===== src/rtl/dmem_pkg.sv =====
// dmem_pkg: shared types, constants and the address legality check for the data-memory arbiter
package dmem_pkg;
   typedef enum logic [1:0] {INIT, IDLE, ACCESS} state_t;
   typedef logic req_idx_t;
   localparam int WORD_BYTES = 4;
   // Word access is legal when aligned and the last byte fits; the 33-bit sum makes a wrap past 2^32 illegal.
   function automatic logic addr_ok(input logic [31:0] a, input logic [31:0] mem_bytes);
      return (a[1:0] == 2'b00) && (({1'b0, a} + 33'(WORD_BYTES - 1)) < {1'b0, mem_bytes});
   endfunction
endpackage


===== src/rtl/rr_arb2.sv =====
// rr_arb2: two-input round-robin arbiter; on a tie the requester that is not ptr wins.
//   req[1:0] : request lines
//   ptr      : index of the most recent tie winner (register held by the parent)
//   gnt[1:0] : one-hot grant, or zero when nobody requests
module rr_arb2
   import dmem_pkg::*;
(
   input  logic [1:0] req,
   input  req_idx_t   ptr,
   output logic [1:0] gnt
);
   assign gnt = (&req) ? (ptr ? 2'b01 : 2'b10) : req;
endmodule


===== src/rtl/dmem_arbiter.sv =====
// dmem_arbiter: sequences the DataMemory preload phase and shares its port between two requesters.
//   clk, rst                            : clock, synchronous active-high reset
//   req/we/addr/wdata 0,1               : requester inputs, held until gnt
//   gnt0/1, rvalid0/1, rdata, err       : accept pulse, completion pulse, shared read data, rejection flag
//   mem_address/writeData/memWrite/memRead/startin, mem_readData : DataMemory port
module dmem_arbiter
   import dmem_pkg::*;
#(
   parameter int MEM_BYTES   = 128,
   parameter int INIT_CYCLES = 2
) (
   input  logic        clk,
   input  logic        rst,
   input  logic        req0,
   input  logic        req1,
   input  logic        we0,
   input  logic        we1,
   input  logic [31:0] addr0,
   input  logic [31:0] addr1,
   input  logic [31:0] wdata0,
   input  logic [31:0] wdata1,
   output logic        gnt0,
   output logic        gnt1,
   output logic        rvalid0,
   output logic        rvalid1,
   output logic [31:0] rdata,
   output logic        err,
   output logic [31:0] mem_address,
   output logic [31:0] mem_writeData,
   output logic        mem_memWrite,
   output logic        mem_memRead,
   output logic        mem_startin,
   input  logic [31:0] mem_readData
);
   state_t      state_q, state_d;
   logic [31:0] cnt_q, cnt_d;
   req_idx_t    ptr_q, ptr_d, idx_q, idx_d;
   logic        we_q, we_d, bad_q, bad_d, err_q, err_d;
   logic [31:0] addr_q, addr_d, wdata_q, wdata_d, rdata_q, rdata_d;
   logic [1:0]  rvalid_q, rvalid_d, arb_gnt, gnt;
   rr_arb2 u_arb (
      .req ({req1, req0}),
      .ptr (ptr_q),
      .gnt (arb_gnt)
   );
   // A grant seen during reset would be lost at the edge, so it is masked.
   assign gnt = (state_q == IDLE && !rst) ? arb_gnt : 2'b00;
   always_comb begin
      state_d  = state_q;
      cnt_d    = cnt_q;
      ptr_d    = ptr_q;
      idx_d    = idx_q;
      we_d     = we_q;
      bad_d    = bad_q;
      addr_d   = addr_q;
      wdata_d  = wdata_q;
      rvalid_d = 2'b00;
      rdata_d  = '0;
      err_d    = 1'b0;
      if (state_q == INIT) begin
         cnt_d   = cnt_q + 32'd1;
         state_d = (cnt_q == 32'(INIT_CYCLES - 1)) ? IDLE : INIT;
      end else if (state_q == IDLE) begin
         if (|gnt) begin
            state_d = ACCESS;
            idx_d   = gnt[1];
            we_d    = gnt[1] ? we1 : we0;
            addr_d  = gnt[1] ? addr1 : addr0;
            wdata_d = gnt[1] ? wdata1 : wdata0;
            bad_d   = !addr_ok(addr_d, 32'(MEM_BYTES));
            // The pointer only moves when both requesters competed.
            ptr_d   = (req0 && req1) ? gnt[1] : ptr_q;
         end
      end else begin
         state_d         = IDLE;
         rvalid_d[idx_q] = 1'b1;
         err_d           = bad_q;
         rdata_d         = (!we_q && !bad_q) ? mem_readData : '0;
      end
   end
   always_ff @(posedge clk) begin
      if (rst) begin
         state_q  <= INIT;
         cnt_q    <= '0;
         ptr_q    <= 1'b1;
         idx_q    <= 1'b0;
         we_q     <= 1'b0;
         bad_q    <= 1'b0;
         addr_q   <= '0;
         wdata_q  <= '0;
         rvalid_q <= 2'b00;
         rdata_q  <= '0;
         err_q    <= 1'b0;
      end else begin
         state_q  <= state_d;
         cnt_q    <= cnt_d;
         ptr_q    <= ptr_d;
         idx_q    <= idx_d;
         we_q     <= we_d;
         bad_q    <= bad_d;
         addr_q   <= addr_d;
         wdata_q  <= wdata_d;
         rvalid_q <= rvalid_d;
         rdata_q  <= rdata_d;
         err_q    <= err_d;
      end
   end
   assign gnt0          = gnt[0];
   assign gnt1          = gnt[1];
   assign rvalid0       = rvalid_q[0];
   assign rvalid1       = rvalid_q[1];
   assign rdata         = rdata_q;
   assign err           = err_q;
   assign mem_address   = addr_q;
   assign mem_writeData = wdata_q;
   // rst in the ACCESS cycle must keep the write from committing at that edge.
   assign mem_memWrite  = (state_q == ACCESS) && we_q && !bad_q && !rst;
   assign mem_memRead   = (state_q == ACCESS) && !we_q && !bad_q;
   assign mem_startin   = (state_q == INIT);
endmodule

===== config.mk =====
export PLATFORM = sky130hd
export DESIGN_NAME = dmem_arbiter
export DESIGN_NICKNAME = d
export VERILOG_FILES = /design/src/rtl/dmem_pkg.sv /design/src/rtl/rr_arb2.sv /design/src/rtl/dmem_arbiter.sv
export SDC_FILE = /design/constraint.sdc
export NUM_CORES = 1
export LEC_CHECK = 0
export CAP_MARGIN = 40
export CORE_ASPECT_RATIO = 1.25
export CORE_MARGIN = 2
export CORE_UTILIZATION = 43
export CTS_CLUSTER_SIZE = 16
export DETAILED_ROUTE_END_ITERATION = 7
export PLACE_DENSITY = 0.81
export SYNTH_ARGS = -nofsm -noshare
export SYNTH_HDL_FRONTEND = slang
export SYNTH_SLANG_ARGS = --single-unit

===== constraint.sdc =====
create_clock -name clk -period 3.85 [get_ports clk]
set_input_delay 0.5775 -clock clk [delete_from_list [all_inputs] [get_ports clk]]
set_output_delay 0.5775 -clock clk [all_outputs]
set_load 0.1 [all_outputs]

==> results.tsv, run 1 <==
metric	value	unit
status	finished clean	
crit path launch type	input pin	
grt total ovfl	0	
vias	7241	
Relative slew margins	55.42	%
flops & latches, synth	137	
Final Hold Viols	0	
LEAKAGE	4.406	nW
FILL cells	852	
layout cells sized above 1	15.48	%
R2R cell count	11	
first-pass GRT wire length	42080	um
Synth async-reset ratio	0	%
root buffer cell	clkbuf_16	
Tot Pwr	5.667	mW
TritonCTS Buffers	17	
largest net degree at the start of global routing	67	
Row Count	50	
ys flop type	dfxtp_1	
CTS tree	built	
via density per instance	5.653	
wire per inst	21.26	um
maximum clock path buffer count	2	
Max Freq	0.3135	GHz
actual slew at the worst max-slew pin	0.6687	ns
power density cells	474.4	nW/um^2
hold path startpoint	rst	
GPL Wtd Cong	0.9261	
# setup viols final	0	
reg2reg start	state_q[0]	
TNS Setup	0	ns
commonest non-fill, non-tap cell in the layout	clkdlybuf4s50_1	
die height	141.1	um
Post-synth EDFFs	0	
Syn Std Cell Area	6467	sq um
cells after synthesis	726	
Worst Setup SP	req1	
post-synth net total	894	
hold slack	0.3915	ns
Slew Limit Fails	0	
post-route cell area	11950	sq um
Tot GR Track Use	34.08	%
Num Clock Sinks	137	
Worst EP arrival	3.51	ns
drc violations	0	
postcts setup bufs	0	
post-synth cell types	58	
Critical Path End Type	register	
critical path data required time	4.17	ns
mean area per synthesized cell	8.908	sq um
Max Cap Viol	0	
vias in the first global route	7863	
pre-CTS WS	0.3585	ns
Max FO, Critical Path	10	
placed inst area	11370	sq um
insertion delay to the later sink of the worst-skew pair	0.44	ns
drt pass-1 iters	7	
die area	16040	sq um
Top Ports	270	
Hold Buf Count CTS	0	
maximum VDD drop	0.3588	mV
Seq/Total Area, Yosys	42.41	%
hpwl dp	19870	um
initial antenna violation count	1	
R2R Setup Slk	0.84	ns
Fin Clk Skew	0.01073	ns
fin crit share	82.86	%
total core area	14830	sq um
Layout Nets	1253	
post-route non-filler standard cell count	1281	
starting density of the core	43.62	%
Detailed Route WL	27240	um
Final Critical Period	3.190	ns
clock slew at reported path FFs	0.06	ns
placed insts	1248	
final core utilization	80.57	%
Setup WS post-layout	0.6600	ns
1st-iter DRT viols	425	
number of routed nets with antenna violations	0	
area delta synth->final	84.70	%
H-tree Lvls	4	
CTS resizes	0	
die width	113.7	um
most frequent cells in the layout	clkdlybuf4s50_1, dfxtp_1, nor2_1	
number of I/O port buffers	269	
worst hold path type	input pin to register	
Setup CP Type	input pin to register	
worst hold stages	2	
RSZ-0062 raised after global routing	false	
yosys warns	0	
registers in the layout, indices dropped and copies added (netlist names):
signal         count
we_q               1
mem_writeData     32
ptr_q              1
cnt_q             32
state_q            2
idx_q              1
mem_address       32
rvalid_q           2
err                1
rdata             32
bad_q              1
power breakdown:
group	switching, mW	total [mW]	internal [mW]
registers	0.109	1.66	1.56
logic	1.40	2.39	0.989
clock network	0.686	1.61	0.927
total	2.20	5.67	3.47
worst max-delay path, cell delays in order:
cell and delay, ns:
clkdlybuf4s50_1 0.54, nor4bb_1 0.34, buf_4 0.22, nand2_4 0.06, inv_2 0.20, mux2i_1 0.31, buf_4 0.18, nor4bb_1 0.29
o21ai_0 0.14, a221o_1 0.34, and4b_1 0.24, a31oi_1 0.08
routing by layer:
layer	track usage [%]	up-vias	part of all wire [%]
li1	-	3354	-
met1	34.94	3444	35
met2	63.06	331	54
met3	8.040	112	5.5
met4	18.74	0	5.7
met5	0	-	0
layout make-up:
| class | count | area [sq um] | area share (%) |
|---|---|---|---|
| inverters | 8 | 30.03 | 0.2514 |
| diodes | 1 | 2.502 | 0.02095 |
| multi-input cells | 537 | 3546 | 29.68 |
| flip-flops and latches | 137 | 2743 | 22.96 |
| repair buffers | 384 | 4825 | 40.39 |
| clock inverters | 13 | 118.9 | 0.9951 |
| clock buffers | 19 | 452.9 | 3.792 |
| well taps | 182 | 227.7 | 1.906 |
kinds of logic after synthesis:
logic type	after synthesis	share of synthesized area [%]
XOR/XNOR	37	5.011
adder cells (fa/ha/maj)	2	0.3869
buffers and inverters	52	3.231
flip-flops	137	42.41
AND/OR/NAND/NOR	291	23.16
AO/OA/AOI/OAI	135	14.55
multiplexers	72	11.26
synth_stat cells, drive strengths merged (8+ instances only):
library cell    n  share of area [%]
buf            15                1.1
a211oi         63                7.3
and2           39                3.8
mux2i          66                 10
xor2           22                3.0
xnor2          15                2.0
nand3          25                1.9
nor3           11               0.85
dfxtp         137                 42
nand2          38                2.2
and3           11                1.1
nand4          17                1.6
nor2          102                5.9
or3            11                1.1
clkbuf         29                1.7
a21oi          23                1.8
inv             8               0.46
nor4            9               0.87
o21ai          22                1.7
path summary, 6_finish.rpt:
check / endpoint
setup / recovery: bad_q
hold / removal: mem_writeData[26]
setup reg to reg: bad_q
hold reg to reg: rvalid_q[0]
Note: power is estimated with default switching activity, not from simulation.
==> run 2, diff against run 1 <==
Settings changed: CORE_UTILIZATION 43 to 39, PLACE_DENSITY 0.81 to 0.77.
Clock period 3.85 ns to 2.9 ns, I/O delays scaled along.
==> run 2 against run 1 <==
Final cell count shrank 1.2%; combinational power up 3%; sequential power up 31%; critical path type unchanged.
==> results.tsv, run 2 (same netlist as run 1, synthesis figures left out) <==
metric	value	unit	change
grt total ovfl	0		unchanged
reg2reg start	state_q[0]		unchanged
H-tree Lvls	4		unchanged
Hold Crit Endpoint	rvalid_q[0]		was mem_writeData[26]
Tot GR Track Use	23.98	%	was 34.08%
Num Clock Sinks	137		unchanged
number of routed nets with antenna violations	0		unchanged
critical path data required time	3.21	ns	was 4.17 ns
status	finished clean		unchanged
hpwl dp	16210	um	was 19870 um
die area	17640	sq um	was 16040 sq um
commonest non-fill, non-tap cell in the layout	buf_4		was clkdlybuf4s50_1
Cell Chain, Critical Path	clkdlybuf4s50_1 -> nor4bb_2 -> buf_4 -> nand2_4 -> inv_2 -> mux2i_1 -> nor3_1 -> a2111o_1 -> a221o_1 -> and4b_1 -> a31oi_1		was clkdlybuf4s50_1 -> nor4bb_1 -> buf_4 -> nand2_4 -> inv_2 -> mux2i_1 -> buf_4 -> nor4bb_1 -> o21ai_0 -> a221o_1 -> and4b_1 -> a31oi_1
R2R cell count	9		was 11
drt pass-1 iters	5		was 7
busiest grt layer	met2		unchanged
hold path startpoint	idx_q		was rst
vias	6538		was 7241
maximum clock path buffer count	2		unchanged
Hold Buf Count CTS	0		unchanged
initial antenna violation count	0		was 1
total core area	16200	sq um	was 14830 sq um
wire per inst	16.77	um	was 21.26 um
Relative slew margins	49.95	%	was 55.42%
drc violations	0		unchanged
insertion delay to the later sink of the worst-skew pair	0.43	ns	was 0.44 ns
Tot Pwr	6.780	mW	was 5.667 mW
fin crit share	93.41	%	
clock slew at reported path FFs	0.07	ns	was 0.06 ns
1st-iter DRT viols	301		was 425
LEAKAGE	3.980	nW	was 4.406 nW
power density cells	666.7	nW/um^2	was 474.4 nW/um^2
GPL Wtd Cong	0.9326		was 0.9261
maximum VDD drop	0.4655	mV	was 0.3588 mV
Max Cap Viol	0		unchanged
layout cells sized above 1	21.33	%	was 15.48%
Worst path slowest cell	clkdlybuf4s50_1		unchanged
Worst EP arrival	3.02	ns	was 3.51 ns
Top Ports	270		unchanged
worst hold path type	register to register		was input pin to register
via density per instance	5.164		was 5.653
root buffer cell	clkbuf_16		unchanged
die height	148.0	um	was 141.1 um
first-pass GRT wire length	33470	um	was 42080 um
starting density of the core	39.92	%	was 43.62%
Layout Nets	1205		was 1253
Critical Path End Type	register		unchanged
worst hold stages	1		was 2
R2R Setup Slk	0.30	ns	was 0.84 ns
RSZ-0062 raised after global routing	false		unchanged
crit path launch type	input pin		unchanged
max incr delay on CP	0.50	ns	was 0.54 ns
routing usage on met2	42.79	%	was 63.06%
Setup CP Type	input pin to register		unchanged
Max FO, Critical Path	8		was 10
CTS resizes	0		unchanged
Final Hold Viols	0		unchanged
Detailed Route WL	21230	um	was 27240 um
Worst Setup SP	req1		unchanged
n_diodes	0		was 1
most frequent cells in the layout	buf_4, clkdlybuf4s50_1, dfxtp_1		was clkdlybuf4s50_1, dfxtp_1, nor2_1
largest net degree at the start of global routing	72		was 67
Setup WS post-layout	0.1911	ns	was 0.6600 ns
FILL cells	1390		was 852
# setup viols final	0		unchanged
TNS Setup	0	ns	unchanged
vias in the first global route	6534		was 7863
TritonCTS Buffers	17		unchanged
Max Freq	0.3691	GHz	
met1 GRT Util	27.99	%	was 34.94%
number of I/O port buffers	269		unchanged
CTS tree	built		unchanged
post-route cell area	10170	sq um	was 11950 sq um
Fin Clk Skew	0.008242	ns	was 0.01073 ns
pre-CTS WS	-0.2156	ns	was 0.3585 ns
postcts setup bufs	0		unchanged
Slew Limit Fails	0		unchanged
Final Critical Period	2.709	ns	
die width	119.2	um	was 113.7 um
FF-to-FF End	cnt_q[29]		was bad_q
placed inst area	9590	sq um	was 11370 sq um
area delta synth->final	57.25	%	was 84.70%
GRT met3 Usage	4.861	%	was 8.040%
Row Count	52		was 50
actual slew at the worst max-slew pin	0.7508	ns	was 0.6687 ns
==> run 2: area by class of cell <==
class                      count  area [sq um]  share of cell area, %
multi-input combinational    537          3552                  34.93
timing repair buffer         336          2995                  29.45
sequential                   137          2743                  26.97
clock buffer                  17         425.4                  4.183
tap                          216         270.3                  2.657
clock inverter                15         153.9                  1.513
inverter                       8         30.03                 0.2953
==> run 2: routing by layer <==
metal / up-vias / wire [um]
met1: 3059 / 8662
met5: - / 0
met4: 0 / 586
met2: 178 / 11100
met3: 42 / 877
li1: 3259 / -
==> run 2: critical path: cells and delay by family <==
kind	cells	cell delay [ns]
and+or+nand+nor	4	0.68
AOI/OAI and AO/OA	3	0.82
buffers and inverters	3	0.82
muxes	1	0.26
==> run 2: worst max-delay path by stage <==
stage,endpoint,slack [ns],cells past startpoint
3_5_place_dp,bad_q,-0.22,11
6_report,bad_q,0.19,11
3_3_place_gp,bad_q,-0.19,11
2_1_floorplan,mem_memWrite,-0.04,4
5_1_grt,bad_q,0.008,12
4_1_cts,bad_q,0.21,11
==> run 2: metrics by stage <==
stage               std cells  utilization, %  hold slack [ns]
detailed placement       1234           59.20           0.4911
CTS                      1266           62.77           0.5023
floorplan                 726               -           0.4064
global route             1266           62.77           0.5222
global placement         1234           59.20           0.4708
finish                   1266           62.77           0.4878
==> run 2: report_power, final <==
part,switching [mW],total (mW),internal [mW]
Sequential,0.118,2.18,2.07
Combinational,1.69,2.45,0.752
Clock,0.939,2.15,1.21
